[config.mk]
export PLATFORM = sky130hd
export DESIGN_NAME = fetch_stage_flat
export DESIGN_NICKNAME = d
export VERILOG_FILES = /design/src/rtl/fetch_stage_if.sv /design/src/rtl/fetch_stage.sv /design/src/flat_wrapper.sv
export SDC_FILE = /design/constraint.sdc
export NUM_CORES = 1
export LEC_CHECK = 0
export ABC_AREA = 0
export BUFFER_PORTS_ARGS = -buffer_cell sky130_fd_sc_hd__buf_2
export CAP_MARGIN = 10
export CORE_MARGIN = 8
export CORE_UTILIZATION = 49
export CTS_CLUSTER_DIAMETER = 150
export DETAILED_ROUTE_END_ITERATION = 12
export GPL_TIMING_DRIVEN = 0
export PLACE_DENSITY_LB_ADDON = 0.25
export SYNTH_ARGS = -nofsm -noshare
export SYNTH_HDL_FRONTEND = slang
export SYNTH_SLANG_ARGS = --single-unit
[constraint.sdc]
create_clock -name clk -period 1.5 [get_ports clk]
set_clock_uncertainty 0.05 [all_clocks]
set_input_delay 0.15 -clock clk [delete_from_list [all_inputs] [get_ports clk]]
set_output_delay 0.15 -clock clk [all_outputs]
set_load 0.05 [all_outputs]
[src/rtl/fetch_stage_if.sv]
// Instruction-memory request bus for the fetch stage.
// Master drives req/addr; slave returns ready/rdata.
interface fetch_stage_if #(
   parameter int PC_W    = 8,
   parameter int INSTR_W = 32
);
   logic               req;
   logic [PC_W-1:0]    addr;
   logic               ready;
   logic [INSTR_W-1:0] rdata;

   modport master (
      output req,
      output addr,
      input  ready,
      input  rdata
   );

   modport slave (
      input  req,
      input  addr,
      output ready,
      output rdata
   );
endinterface

[src/rtl/fetch_stage.sv]
// Fetch front end: PC, imem handshake, one-entry hold, redirect drain.
// Optional watchdog built only with FETCH_TIMEOUT_EN.
module fetch_stage #(
   parameter int PC_W     = 8,
   parameter int INSTR_W  = 32,
   parameter int PC_INC   = 1,
   parameter int RESET_PC = 0
`ifdef FETCH_TIMEOUT_EN
   , parameter int TIMEOUT = 16
`endif
) (
   input  logic                    clk,
   input  logic                    reset,
   input  logic                    stall,
   input  logic                    redirect,
   input  logic [PC_W-1:0]         redirect_pc,
   fetch_stage_if.master           imem,
   output logic [PC_W+INSTR_W:0]   fetch_out,
   output logic                    ifid_w_en
`ifdef FETCH_TIMEOUT_EN
   , output logic                  fetch_timeout
`endif
);

   typedef enum logic [1:0] {
      IDLE,
      REQ,
      HOLD,
      DRAIN
   } state_t;

   localparam logic [PC_W-1:0] INC  = PC_W'(PC_INC);
   localparam logic [PC_W-1:0] RPC  = PC_W'(RESET_PC);
   localparam logic [INSTR_W-1:0] NOP = {INSTR_W{1'b0}};

   state_t                  state, state_nx;
   logic [PC_W-1:0]         pc, pc_nx;
   logic [PC_W-1:0]         drain_addr, drain_nx;
   logic [PC_W-1:0]         hold_pc, hold_pc_nx;
   logic [INSTR_W-1:0]      hold_instr, hold_instr_nx;
   logic [PC_W+INSTR_W:0]   fo_nx;

   assign ifid_w_en = reset & (~stall | redirect);

   // State, PC, hold entry and output packet registers.
   always_ff @(posedge clk or negedge reset) begin
      if (!reset) begin
         state      <= IDLE;
         pc         <= RPC;
         drain_addr <= RPC;
         hold_pc    <= RPC;
         hold_instr <= NOP;
         fetch_out  <= '0;
      end else begin
         state      <= state_nx;
         pc         <= pc_nx;
         drain_addr <= drain_nx;
         hold_pc    <= hold_pc_nx;
         hold_instr <= hold_instr_nx;
         fetch_out  <= fo_nx;
      end
   end

   // Next-state, request and packet logic; redirect overrides all.
   always_comb begin
      state_nx      = state;
      pc_nx         = pc;
      drain_nx      = drain_addr;
      hold_pc_nx    = hold_pc;
      hold_instr_nx = hold_instr;
      fo_nx         = fetch_out;
      imem.req      = 1'b0;
      imem.addr     = pc;
      unique case (state)
         IDLE: state_nx = REQ;
         REQ: begin
            imem.req = 1'b1;
            if (imem.ready && !stall) begin
               fo_nx = {1'b1, pc, imem.rdata};
               pc_nx = pc + INC;
            end else if (imem.ready) begin
               hold_pc_nx    = pc;
               hold_instr_nx = imem.rdata;
               state_nx      = HOLD;
            end else if (!stall) begin
               fo_nx = {1'b0, pc, NOP};
            end
         end
         HOLD: begin
            if (!stall) begin
               fo_nx    = {1'b1, hold_pc, hold_instr};
               pc_nx    = pc + INC;
               state_nx = REQ;
            end
         end
         DRAIN: begin
            imem.req  = 1'b1;
            imem.addr = drain_addr;
            if (imem.ready) state_nx = REQ;
         end
         default: state_nx = IDLE;
      endcase
      if (redirect) begin
         pc_nx = redirect_pc;
         fo_nx = {1'b0, redirect_pc, NOP};
         unique case (state)
            REQ: begin
               if (!imem.ready) begin
                  state_nx = DRAIN;
                  drain_nx = pc;
               end else begin
                  state_nx = REQ;
               end
            end
            DRAIN:   state_nx = DRAIN;
            default: state_nx = REQ;
         endcase
      end
   end

`ifdef FETCH_TIMEOUT_EN
   localparam int CW = $clog2(TIMEOUT + 1);
   localparam logic [CW-1:0] TLIM = CW'(TIMEOUT);
   localparam logic [CW-1:0] TPRE = CW'(TIMEOUT - 1);

   logic [CW-1:0] to_cnt;

   // Wait-cycle counter with sticky timeout flag.
   always_ff @(posedge clk or negedge reset) begin
      if (!reset) begin
         to_cnt        <= '0;
         fetch_timeout <= 1'b0;
      end else begin
         if (redirect || imem.ready) begin
            to_cnt <= '0;
         end else if (imem.req && to_cnt != TLIM) begin
            to_cnt <= to_cnt + 1'b1;
         end
         if (imem.req && !imem.ready && !redirect &&
             to_cnt == TPRE) begin
            fetch_timeout <= 1'b1;
         end
      end
   end
`endif

endmodule

[src/flat_wrapper.sv]
// flat-port wrapper written by rule: the top's interface ports become plain ports
module fetch_stage_flat 
#(
   parameter int PC_W     = 8,
   parameter int INSTR_W  = 32,
   parameter int PC_INC   = 1,
   parameter int RESET_PC = 0

)
  (clk, reset, stall, redirect, redirect_pc, fetch_out, ifid_w_en, imem_req, imem_addr, imem_ready, imem_rdata);
  fetch_stage_if #(.PC_W(PC_W), .INSTR_W(INSTR_W)) imem_i ();
  input  logic clk;
  input  logic reset;
  input  logic stall;
  input  logic redirect;
  input  logic [PC_W-1:0] redirect_pc;
  output logic [PC_W+INSTR_W:0] fetch_out;
  output logic ifid_w_en;
  output wire logic [$bits(imem_i.req)-1:0] imem_req;
  output wire logic [$bits(imem_i.addr)-1:0] imem_addr;
  input wire logic [$bits(imem_i.ready)-1:0] imem_ready;
  input wire logic [$bits(imem_i.rdata)-1:0] imem_rdata;
  assign imem_req = imem_i.req;
  assign imem_addr = imem_i.addr;
  assign imem_i.ready = imem_ready;
  assign imem_i.rdata = imem_rdata;
  fetch_stage #(.PC_W(PC_W), .INSTR_W(INSTR_W), .PC_INC(PC_INC), .RESET_PC(RESET_PC)) u_core (.clk(clk), .reset(reset), .stall(stall), .redirect(redirect), .redirect_pc(redirect_pc), .imem(imem_i), .fetch_out(fetch_out), .ifid_w_en(ifid_w_en));
endmodule
==> key figures, run 1 <==
Power and ir drop
  – Cell internal pwr: 5.48 mW
  – VDD IR max: 0.000729 V
  – Pwr dens: 1230 mW/mm^2
  – Leakage: 2.99 nW
  – Psw: around 2.6 mW
  – Switch share: 32.1%
  – Clock power share: 25.8%
  – Combinational power share: between 30% and 40%
  – Seq pwr share: 43.6%

Layout
  – Ant. Diodes: 0
  – Layout cells sized above 1: 45.9%
  – Nets: around 600
  – Area Growth Syn to Fin: 46.3%

Synth
  – Seq cells post-synth: 99
  – Netlist Area Pre-Place: 0.00447 mm^2
  – Dominant cell type by area after synthesis: dfrtp_1
  – Post-synth ARST share: between 90% and 100%
  – Sequential fraction of the synthesis area: 55.4%
  – Cells after Synth: 381
  – Post-synth top flop: dfrtp_1
  – Top-count cell post-synth: dfrtp_1
  – Yosys warns: 0
  – Synth area leaders: dfrtp_1, mux2_2, a32oi_1
  – Syn Nets: about 430
  – Synth cell count leaders: dfrtp_1, mux2_2, nand2_1
  – Post-synth cell types: 34
  – Simple-gate share of the synthesized area: 8.73%
  – Post-synthesis mux area share: 14.5%
  – Main combinational cell family by area after synthesis: compound AO/OA/AOI/OAI gates
  – Synth Area in XOR/XNOR: 1.37%
  – Yosys top cell area share: 55.4%
  – Syn Area/Cell: 11.7 um^2
  – Number of synthesized flops with an enable pin: 0
  – Synth Area in Compound Gates: 15.7%
  – Post-Synth Adder-Cell Area: 0.280%

Clocking
  – CTS clk-pin slew, worst paths: approximately 0.09 ns
  – CTS tree: done
  – Clk_lat worst skew: 0.37 ns
  – Htree depth: 3
  – Clock sink count: 99
  – Post-cts hold buffer count: 33
  – Clock buffer depth: 2
  – TritonCTS buffer count: 9
  – CTS Root Cell: clkbuf_8

GRT
  – All-Layer GR Usage: 21.0%
  – Global-route wire length before repair: 20.9 mm
  – Grt ovf: 0
  – Initial antenna violation count: 0
  – Largest net degree at the start of global routing: 42
  – Vias in the first global route: 3,977

Worst setup path
  – Worst R2R Start: u_core.state[1]
  – Largest stage delay, worst path: 0.41 ns
  – Reg2Reg Depth: 6
  – CP Cell Sequence: buf_6, nand2_8, mux2_4, buf_8
  – Crit Path Max Fanout: 8
  – Critical Path Sink Type: output port
  – Reg-to-Reg End: u_core.hold_instr[9]
  – Arrival time at the worst endpoint: around 1.5 ns
  – Worst path slowest cell: dfrtp_1
  – Critical path required time: about 1.3 ns
  – Reg2reg setup slack: -0.18 ns
  – Startpoint types: flop
  – CP Class: flop to output port

Timing
  – Setup violators final: 96
  – Min Hold Slack: -0.367 ns
  – Pin slew with the least headroom to its limit: 0.563 ns
  – Max Freq: about 590 MHz
  – Final hold violation count: 69
  – Setup TNS: -13.07 ns
  – Rel. slew slack: 62.5%
  – Slew Viols, Final: 0
  – Setup slack after layout: -0.204 ns
  – RSZ-0062 raised after global routing: yes
  – Period utilisation layout: 114%
  – Minimum clock period after layout: about 1.7 ns

Floorplan
  – Initial Utilization: 49.3%
  – Io pins: 96
  – Core ar.: just over 0.009 mm^2
  – # rows: 35
  – Die Height: 112 um
  – Full die area: 0.0124 mm^2
  – DIE WIDTH: 112 um

Run status
  – Status: complete, but fails checks
  – Failing checks: negative hold slack, negative setup slack

Placement
  – Post-DP HPWL: 7.67 mm
  – Routability cong.: 0.774
  – Dpl ws: -0.325 ns
  – IO Port Bufs: 94

Drt
  – Via density: approximately 5.7
  – Pre-antenna DRT Iters: 5
  – DR WL/cell: slightly below 20 um
  – Vias post-DR: 3,753
  – Drt total wl: 13.0 mm
  – Drt drc: 0
  – First-iteration detailed-routing DRC count: 165
  – ANT nets after route: 0

Hold path
  – Hold Path Class: input pin to asynchronous set/reset pin

Flow run
  – Max_cap viols: 0
worst max-delay path by stage:
stage	startpoint	to	slack, ns	cells past startpoint
6_report	u_core.state[0]	imem_addr[1]	-0.20	4
5_1_grt	u_core.state[0]	imem_addr[1]	-0.24	4
4_1_cts	u_core.state[1]	imem_addr[0]	-0.19	4
3_5_place_dp	u_core.state[0]	u_core.fetch_out[34]	-0.33	6
3_3_place_gp	reset	ifid_w_en	-1.19	3
2_1_floorplan	u_core.state[1]	u_core.hold_instr[0]	0.008	5
power groups by stage:
stage                     registers (mW)  clock network [mW]  logic, mW
final                               3.51                2.08       2.47
after global routing                3.56                2.18       2.62
after CTS                           3.48                2.10       2.42
after detailed placement            3.52                   0       1.87
after global placement              3.48                   0       1.83
after floorplan                     3.76                   0       1.11
cells in the final DEF, fill, tap and decap left out, types with 4 or more instances in the layout:
cell,netlist,final
buf_2,14,88
nor2_1,12,11
a311oi_2,0,8
nand2_1,51,49
a32oi_1,32,27
dfrtp_1,99,98
clkbuf_8,0,13
a32oi_2,0,5
dlygate4sd3_1,0,33
buf_12,0,4
clkbuf_16,0,6
o21ai_1,5,31
xnor2_1,7,7
buf_6,4,18
a21oi_1,11,9
mux2_4,0,10
mux2_2,56,46
buf_4,0,6
a21o_1,9,9
buf_8,0,14
logic make-up after synthesis:
group	after synthesis
multiplexers	58
adder cells (fa/ha/maj)	1
AO/OA/AOI/OAI	101
flip-flops	99
AND/OR/NAND/NOR	80
XOR/XNOR	7
buffers and inverters	35
worst max-delay path: cells and delay by family (launching register included):
kind / cells / cell delay [ns]
buffers and inverters: 2 / 0.30
muxes: 1 / 0.32
DFF: 1 / 0.41
and+or+nand+nor: 1 / 0.10
metal layers:
metal  vias to the layer above  routed length (um)  track usage (%)
met1                      1866                5470             26.2
met4                         0                 329             10.4
met3                        28                 674             3.79
met2                       148                6570             34.3
li1                       1711                   -                -
met5                         -                   0                0
flip-flops by register name (all words and copies together), names as in the netlist:
name and flops:
u_core.fetch_out 41, u_core.drain_addr 8, u_core.hold_instr 32, u_core.state 2
u_core.pc 8, u_core.hold_pc 8
layout make-up:
| class | instances | area, um^2 |
|---|---|---|
| clock buffer | 10 | 128 |
| timing repair buffer | 152 | 1270 |
| fill | 604 | 2520 |
| tap | 111 | 139 |
| multi-input combinational | 247 | 2030 |
| clock inverter | 6 | 111 |
| buffer | 30 | 378 |
| inverter | 1 | 3.75 |
| sequential | 99 | 2480 |
metrics by stage:
stage	std cells	utilization [%]	cell area, um^2	power, mW	hold WS [ns]
3_3_place_gp	586	56.1	5080	5.31	0.350
3_5_place_dp	587	56.4	5110	5.39	0.117
5_1_grt	656	72.2	6540	8.36	-0.337
4_1_cts	655	71.2	6460	8.00	-0.358
6_report	656	72.2	6540	8.06	-0.367
2_1_floorplan	381	-	4470	4.87	-0.196
what timing repair did:
item | in CTS | in global routing
endpoints found under the hold margin | 102 | 39
pin swaps | 19 | 4
gates cloned | 8 | 1
resized for setup | 150 | 20
buffers inserted | 14 | 2
endpoints found under the setup margin | 104 | 99
Note: power is estimated with default switching activity, not from simulation.
==> inputs of run 2 (changes only) <==
--- a/config.mk
+++ b/config.mk
@@ -13,6 +13,7 @@
 export CTS_CLUSTER_DIAMETER = 150
 export DETAILED_ROUTE_END_ITERATION = 12
 export GPL_TIMING_DRIVEN = 0
+export MAX_ROUTING_LAYER = met4
 export PLACE_DENSITY_LB_ADDON = 0.25
 export SYNTH_ARGS = -nofsm -noshare
 export SYNTH_HDL_FRONTEND = slang
==> run 2 against run 1 <==
Net effect:
- the run still ends with negative hold slack, negative setup slack left
- global-route usage is 0.58 points higher
- register-to-register slack about the same
- clock power about the same
- highest routed layer unchanged
- sequential power about the same
- count of clock-buffer cells in the layout stayed put
- critical path type unchanged
==> key figures, run 2 (same netlist as run 1, synthesis figures left out) <==
Worst setup path
  – CP startpoint: u_core.state[0]
  – Critical Path Sink Type: output port
  – Reg-to-Reg End: u_core.hold_instr[16]
  – CP Cell Sequence: buf_6, nand2_8, mux2_4, buf_8
  – End of the critical path: imem_addr[1]
  – Crit Path Max Fanout: 8
  – Startpoint types: flop
  – Worst R2R Start: u_core.state[1]
  – Reg2Reg Depth: 6
  – Critical path required time: 1.30 ns
  – Arrival time at the worst endpoint: 1.50 ns
  – Reg2reg setup slack: -0.18 ns
  – CP Class: flop to output port
  – Worst path slowest cell: dfrtp_1
  – Largest stage delay, worst path: 0.42 ns

Timing
  – Final hold violation count: 69
  – Min Hold Slack: -0.367 ns
  – RSZ-0062 raised after global routing: yes
  – Minimum clock period after layout: 1.70 ns
  – Pin slew with the least headroom to its limit: 0.574 ns
  – Max Freq: 588 MHz
  – Period utilisation layout: 113%
  – Setup slack after layout: -0.202 ns
  – Slew Viols, Final: 0
  – Rel. slew slack: 61.8%
  – Setup violators final: 96

Drt
  – DR WL/cell: between 15 and 20 um
  – ANT nets after route: 0
  – Via density: 5.75
  – Drt total wl: 12.9 mm
  – Drt drc: 0
  – First-iteration detailed-routing DRC count: slightly below 200
  – Vias post-DR: about 3,800
  – Pre-antenna DRT Iters: 5

Flow run
  – Max_cap viols: 0

Clocking
  – Clock buffer depth: 2
  – CTS tree: done
  – Clk_lat worst skew: 0.36 ns
  – CTS Root Cell: clkbuf_8
  – Htree depth: 3
  – CTS clk-pin slew, worst paths: 0.09 ns
  – TritonCTS buffer count: 9
  – Post-cts hold buffer count: 33
  – Clock sink count: 99

Layout
  – Area Growth Syn to Fin: 45.6%
  – Max FFs per register: around 40
  – Commonest cells after routing, fill and taps aside: dfrtp_1, buf_2, nand2_1
  – Storage cell area: 0.00248 mm^2
  – Largest Register: u_core.fetch_out
  – Most common cell after layout, fill and taps aside: dfrtp_1
  – Footprint of the multi-input gates: roughly 0.0020 mm^2
  – Top Registers: u_core.fetch_out (41), u_core.hold_instr (32)
  – Layout cells sized above 1: 45.3%
  – Nets: 586
  – FILL cells: 608
  – Ant. Diodes: 0

GRT
  – GR Util met3: 3.30%
  – Grt peak-use layer: met2
  – Vias in the first global route: between 3,000 and 4,000
  – Met2 Track Usage GR: 34.5%
  – All-Layer GR Usage: about 22%
  – Initial antenna violation count: 0
  – Grt ovf: 0
  – Global-route wire length before repair: 20.9 mm
  – Largest net degree at the start of global routing: 42
  – Met1 usage: 26.3%

Floorplan
  – Core ar.: 0.00906 mm^2
  – Full die area: 0.0124 mm^2
  – DIE WIDTH: 112 um
  – # rows: 35
  – Die Height: 112 um
  – Initial Utilization: 49.3%
  – Io pins: 96

Hold path
  – Hold Path Class: input pin to asynchronous set/reset pin

Placement
  – Post-DP HPWL: ~7.7 mm
  – Dpl ws: -0.325 ns
  – Routability cong.: around 0.78
  – IO Port Bufs: 94

Power and ir drop
  – VDD IR max: 0.000729 V
  – Pwr Total: 8.04 mW
  – Switch share: between 30% and 40%
  – Clock power share: approximately 26%
  – Pwr dens: roughly 1200 mW/mm^2
  – Cell internal pwr: 5.47 mW
  – Psw: 2.57 mW
  – Leakage: a little under 3 nW
  – Seq pwr share: 43.6%
  – Combinational power share: between 30% and 40%

Run status
  – Failing checks: negative hold slack, negative setup slack
  – Status: complete, but fails checks
[run 2: cell counts in the layout (fill, tap and decap cells not counted)]
No cell type changed its count.
[run 2: worst min path at each step]
stage / startpoint / to / cells past startpoint
floorplan: reset / u_core.drain_addr[0] / 0
global placement: imem_rdata[21] / u_core.hold_instr[21] / 2
detailed placement: reset / u_core.hold_instr[29] / 1
CTS: reset / u_core.fetch_out[2] / 1
global route: reset / u_core.hold_instr[29] / 1
finish: reset / u_core.hold_instr[29] / 1
[run 2: per-layer routing]
layer	share of wire, %	up-vias
li1	-	1712
met1	42	1878
met2	50	146
met3	4.7	35
met4	3.0	0
met5	0	-
[run 2: through the flow]
| step | cell area, um^2 | util, % | setup TNS [ns] | std cells |
|---|---|---|---|---|
| 6_report | 6510 | 71.8 | -12.92 | 656 |
| 5_1_grt | 6510 | 71.8 | -17.46 | 656 |
| 4_1_cts | 6460 | 71.2 | -10.14 | 655 |
| 3_5_place_dp | 5110 | 56.4 | -17.94 | 587 |
| 3_3_place_gp | 5080 | 56.1 | -96.06 | 586 |
| 2_1_floorplan | 4470 | - | 0 | 381 |
[run 2: critical path: cells and delay by family, from the launching register on]
family / cells / cell delay (ns)
DFF: 1 / 0.42
muxes: 1 / 0.32
buffers and inverters: 2 / 0.30
and+or+nand+nor: 1 / 0.10
[run 2: repair_timing]
item                       4_1_cts  5_1_grt
setup endpoints to repair      104       99
setup buffers                   14        2
pin swaps                       19        4
hold endpoints to repair       102       39
resized for setup              150       15
cloned                           8        1
[run 2: cell type report]
class / count / area share, %
sequential: 99 / 38.1
multi-input combinational: 247 / 30.8
timing repair buffer: 152 / 19.5
buffer: 30 / 5.80
tap: 111 / 2.13
clock buffer: 10 / 1.96
clock inverter: 6 / 1.71
inverter: 1 / 0.0576
[run 2: power by group through the flow]
stage	Clock (mW)	Combinational [mW]	Sequential, mW
2_1_floorplan	0	1.11	3.76
3_5_place_dp	0	1.87	3.52
3_3_place_gp	0	1.83	3.48
5_1_grt	2.18	2.61	3.56
4_1_cts	2.10	2.42	3.48
6_report	2.07	2.46	3.51
==> inputs of run 3 (changes only) <==
--- a/config.mk
+++ b/config.mk
@@ -9,12 +9,11 @@
 export BUFFER_PORTS_ARGS = -buffer_cell sky130_fd_sc_hd__buf_2
 export CAP_MARGIN = 10
 export CORE_MARGIN = 8
-export CORE_UTILIZATION = 49
+export CORE_UTILIZATION = 38
 export CTS_CLUSTER_DIAMETER = 150
 export DETAILED_ROUTE_END_ITERATION = 12
 export GPL_TIMING_DRIVEN = 0
-export MAX_ROUTING_LAYER = met4
-export PLACE_DENSITY_LB_ADDON = 0.25
+export PLACE_DENSITY = 0.7
 export SYNTH_ARGS = -nofsm -noshare
 export SYNTH_HDL_FRONTEND = slang
 export SYNTH_SLANG_ARGS = --single-unit
==> run 3 against run 2 <==
Net effect:
- hold slack better by 0.065 ns
- combinational power up 2%
- setup slack better by 0.0057 ns
- register-to-register slack about the same
- utilization down 14 points
- the run still ends with negative hold slack, negative setup slack left
- total power up 8.7%
- cell area up 2.5%
- sequential share of layout area down 0.96 points
- critical endpoint is now imem_addr[0]
- first-iteration DRC count up 23%
==> key figures, run 3 (same netlist as run 1, synthesis figures left out) <==
Run status
  – Status: complete, but fails checks
  – Failing checks: negative hold slack, negative setup slack

GRT
  – Largest net degree at the start of global routing: 52
  – Vias in the first global route: roughly 3,900
  – Global-route wire length before repair: around 21 mm
  – All-Layer GR Usage: 16.3%
  – Initial antenna violation count: 1
  – Grt ovf: 0

Layout
  – Largest Register: u_core.fetch_out
  – Commonest cells after routing, fill and taps aside: dfrtp_1, buf_2, mux2_2
  – Area Growth Syn to Fin: 49.3%
  – Top Registers: u_core.fetch_out (41), u_core.hold_instr (32)
  – Final core occ: 58.2%
  – Non-filler instance count after layout: 675
  – Nets: about 570
  – Most common cell after layout, fill and taps aside: dfrtp_1
  – Post-route cell area: 0.00668 mm^2
  – Ant. Diodes: 0
  – Max FFs per register: 41
  – FILL cells: 904
  – Layout cells sized above 1: 55.3%

Power and ir drop
  – Pwr dens: 1310 mW/mm^2
  – Leakage: 3.07 nW
  – VDD IR max: 0.000617 V
  – Pwr Total: 8.74 mW

Timing
  – Period utilisation layout: 113%
  – Minimum clock period after layout: 1.70 ns
  – Rel. slew slack: between 60% and 70%
  – Setup slack after layout: -0.196 ns
  – Max Freq: 590 MHz
  – Pin slew with the least headroom to its limit: just under 0.6 ns
  – Setup violators final: 103
  – RSZ-0062 raised after global routing: yes
  – Setup TNS: -11.53 ns
  – Final hold violation count: 49
  – Min Hold Slack: -0.302 ns
  – Slew Viols, Final: 0

Clocking
  – TritonCTS buffer count: 9
  – Clock sink count: 99
  – Clock buffer depth: 2
  – CTS clk-pin slew, worst paths: 0.07 ns
  – Post-cts hold buffer count: 11
  – CTS Root Cell: clkbuf_16
  – Clk_lat worst skew: 0.35 ns
  – Htree depth: 3
  – CTS tree: done

Worst setup path
  – Critical path required time: 1.30 ns
  – Worst path slowest cell: dfrtp_1
  – Crit Path Max Fanout: 8
  – Reg2Reg Depth: 7
  – Reg-to-Reg End: u_core.fetch_out[39]
  – Largest stage delay, worst path: 0.40 ns
  – Arrival time at the worst endpoint: about 1.5 ns
  – Worst R2R Start: u_core.state[1]
  – CP Class: flop to output port
  – Critical Path Sink Type: output port
  – CP Cell Sequence: buf_6, nand2_8, mux2_4, buf_8
  – Startpoint types: flop
  – CP Buf/Inv Count: 2
  – CP delay by family, top: flip-flops
  – Reg2reg setup slack: -0.18 ns

Placement
  – IO Port Bufs: between 90 and 100
  – Inst Count DP: 619
  – Routability cong.: 0.834
  – Post-DP HPWL: 8.42 mm
  – Dpl ws: -0.339 ns
  – Placed Area: 0.00515 mm^2

Floorplan
  – Core ar.: 0.0115 mm^2
  – Die Height: around 120 um
  – Full die area: 0.0155 mm^2
  – Io pins: 96
  – # rows: 39
  – DIE WIDTH: ~120 um
  – Initial Utilization: between 30% and 40%

Drt
  – DR WL/cell: 19.6 um
  – Drt drc: 0
  – ANT nets after route: 0
  – Vias post-DR: 3,729
  – First-iteration detailed-routing DRC count: 242
  – Via density: 5.52
  – Pre-antenna DRT Iters: 4
  – Drt total wl: ~13 mm

Flow run
  – Max_cap viols: 0

Hold path
  – Hold Path Class: input pin to asynchronous set/reset pin
run 3: cell types whose count changed in the layout (fill, tap and decap cells not counted), sizes merged:
| cell | change |
|---|---|
| buf | +13 |
| bufbuf | -1 |
| clkbuf | -5 |
| dlygate4sd3 | -22 |
| inv | +1 |
| o21a | +1 |
run 3: routing by layer:
| layer | global-route usage (%) | vias up | routed length (um) |
|---|---|---|---|
| li1 | - | 1692 | - |
| met1 | 20.8 | 1918 | 5880 |
| met2 | 26.3 | 98 | 6500 |
| met3 | 2.98 | 19 | 540 |
| met4 | 7.23 | 2 | 284 |
| met5 | 0 | - | 8 |
run 3: final cells by class:
| type | count | area (um^2) | share of cell area (%) |
|---|---|---|---|
| plain buffers | 29 | 318 | 4.76 |
| clock buffers | 9 | 225 | 3.37 |
| clock inverters | 7 | 124 | 1.86 |
| inverters | 1 | 3.75 | 0.0562 |
| multi-input cells | 248 | 2260 | 33.8 |
| flip-flops and latches | 99 | 2480 | 37.1 |
| well taps | 143 | 179 | 2.68 |
| repair buffers | 139 | 1090 | 16.3 |
run 3: how the worst max path moves through the flow:
stage	startpoint	to	slack (ns)	depth (start not counted)
final	u_core.state[0]	imem_addr[0]	-0.20	4
after global routing	u_core.state[0]	imem_addr[0]	-0.23	4
after CTS	u_core.state[0]	imem_addr[3]	-0.19	4
after detailed placement	u_core.state[0]	u_core.fetch_out[39]	-0.34	6
after global placement	reset	ifid_w_en	-1.14	3
after floorplan	u_core.state[1]	u_core.hold_instr[0]	0.008	5
run 3: what timing repair did:
item / in CTS / in global routing
resized for setup: 154 / 80
endpoints found under the hold margin: 60 / 49
buffers inserted: 16 / 11
cloned: 4 / 6
pin swaps: 30 / 34
endpoints found under the setup margin: 103 / 108
run 3: power breakdown:
group,internal [mW],leakage [nW],switching [mW]
Clock,1.64,0.167,1.05
Combinational,1.17,1.69,1.34
Sequential,3.20,1.22,0.341
Total,6.01,3.07,2.73
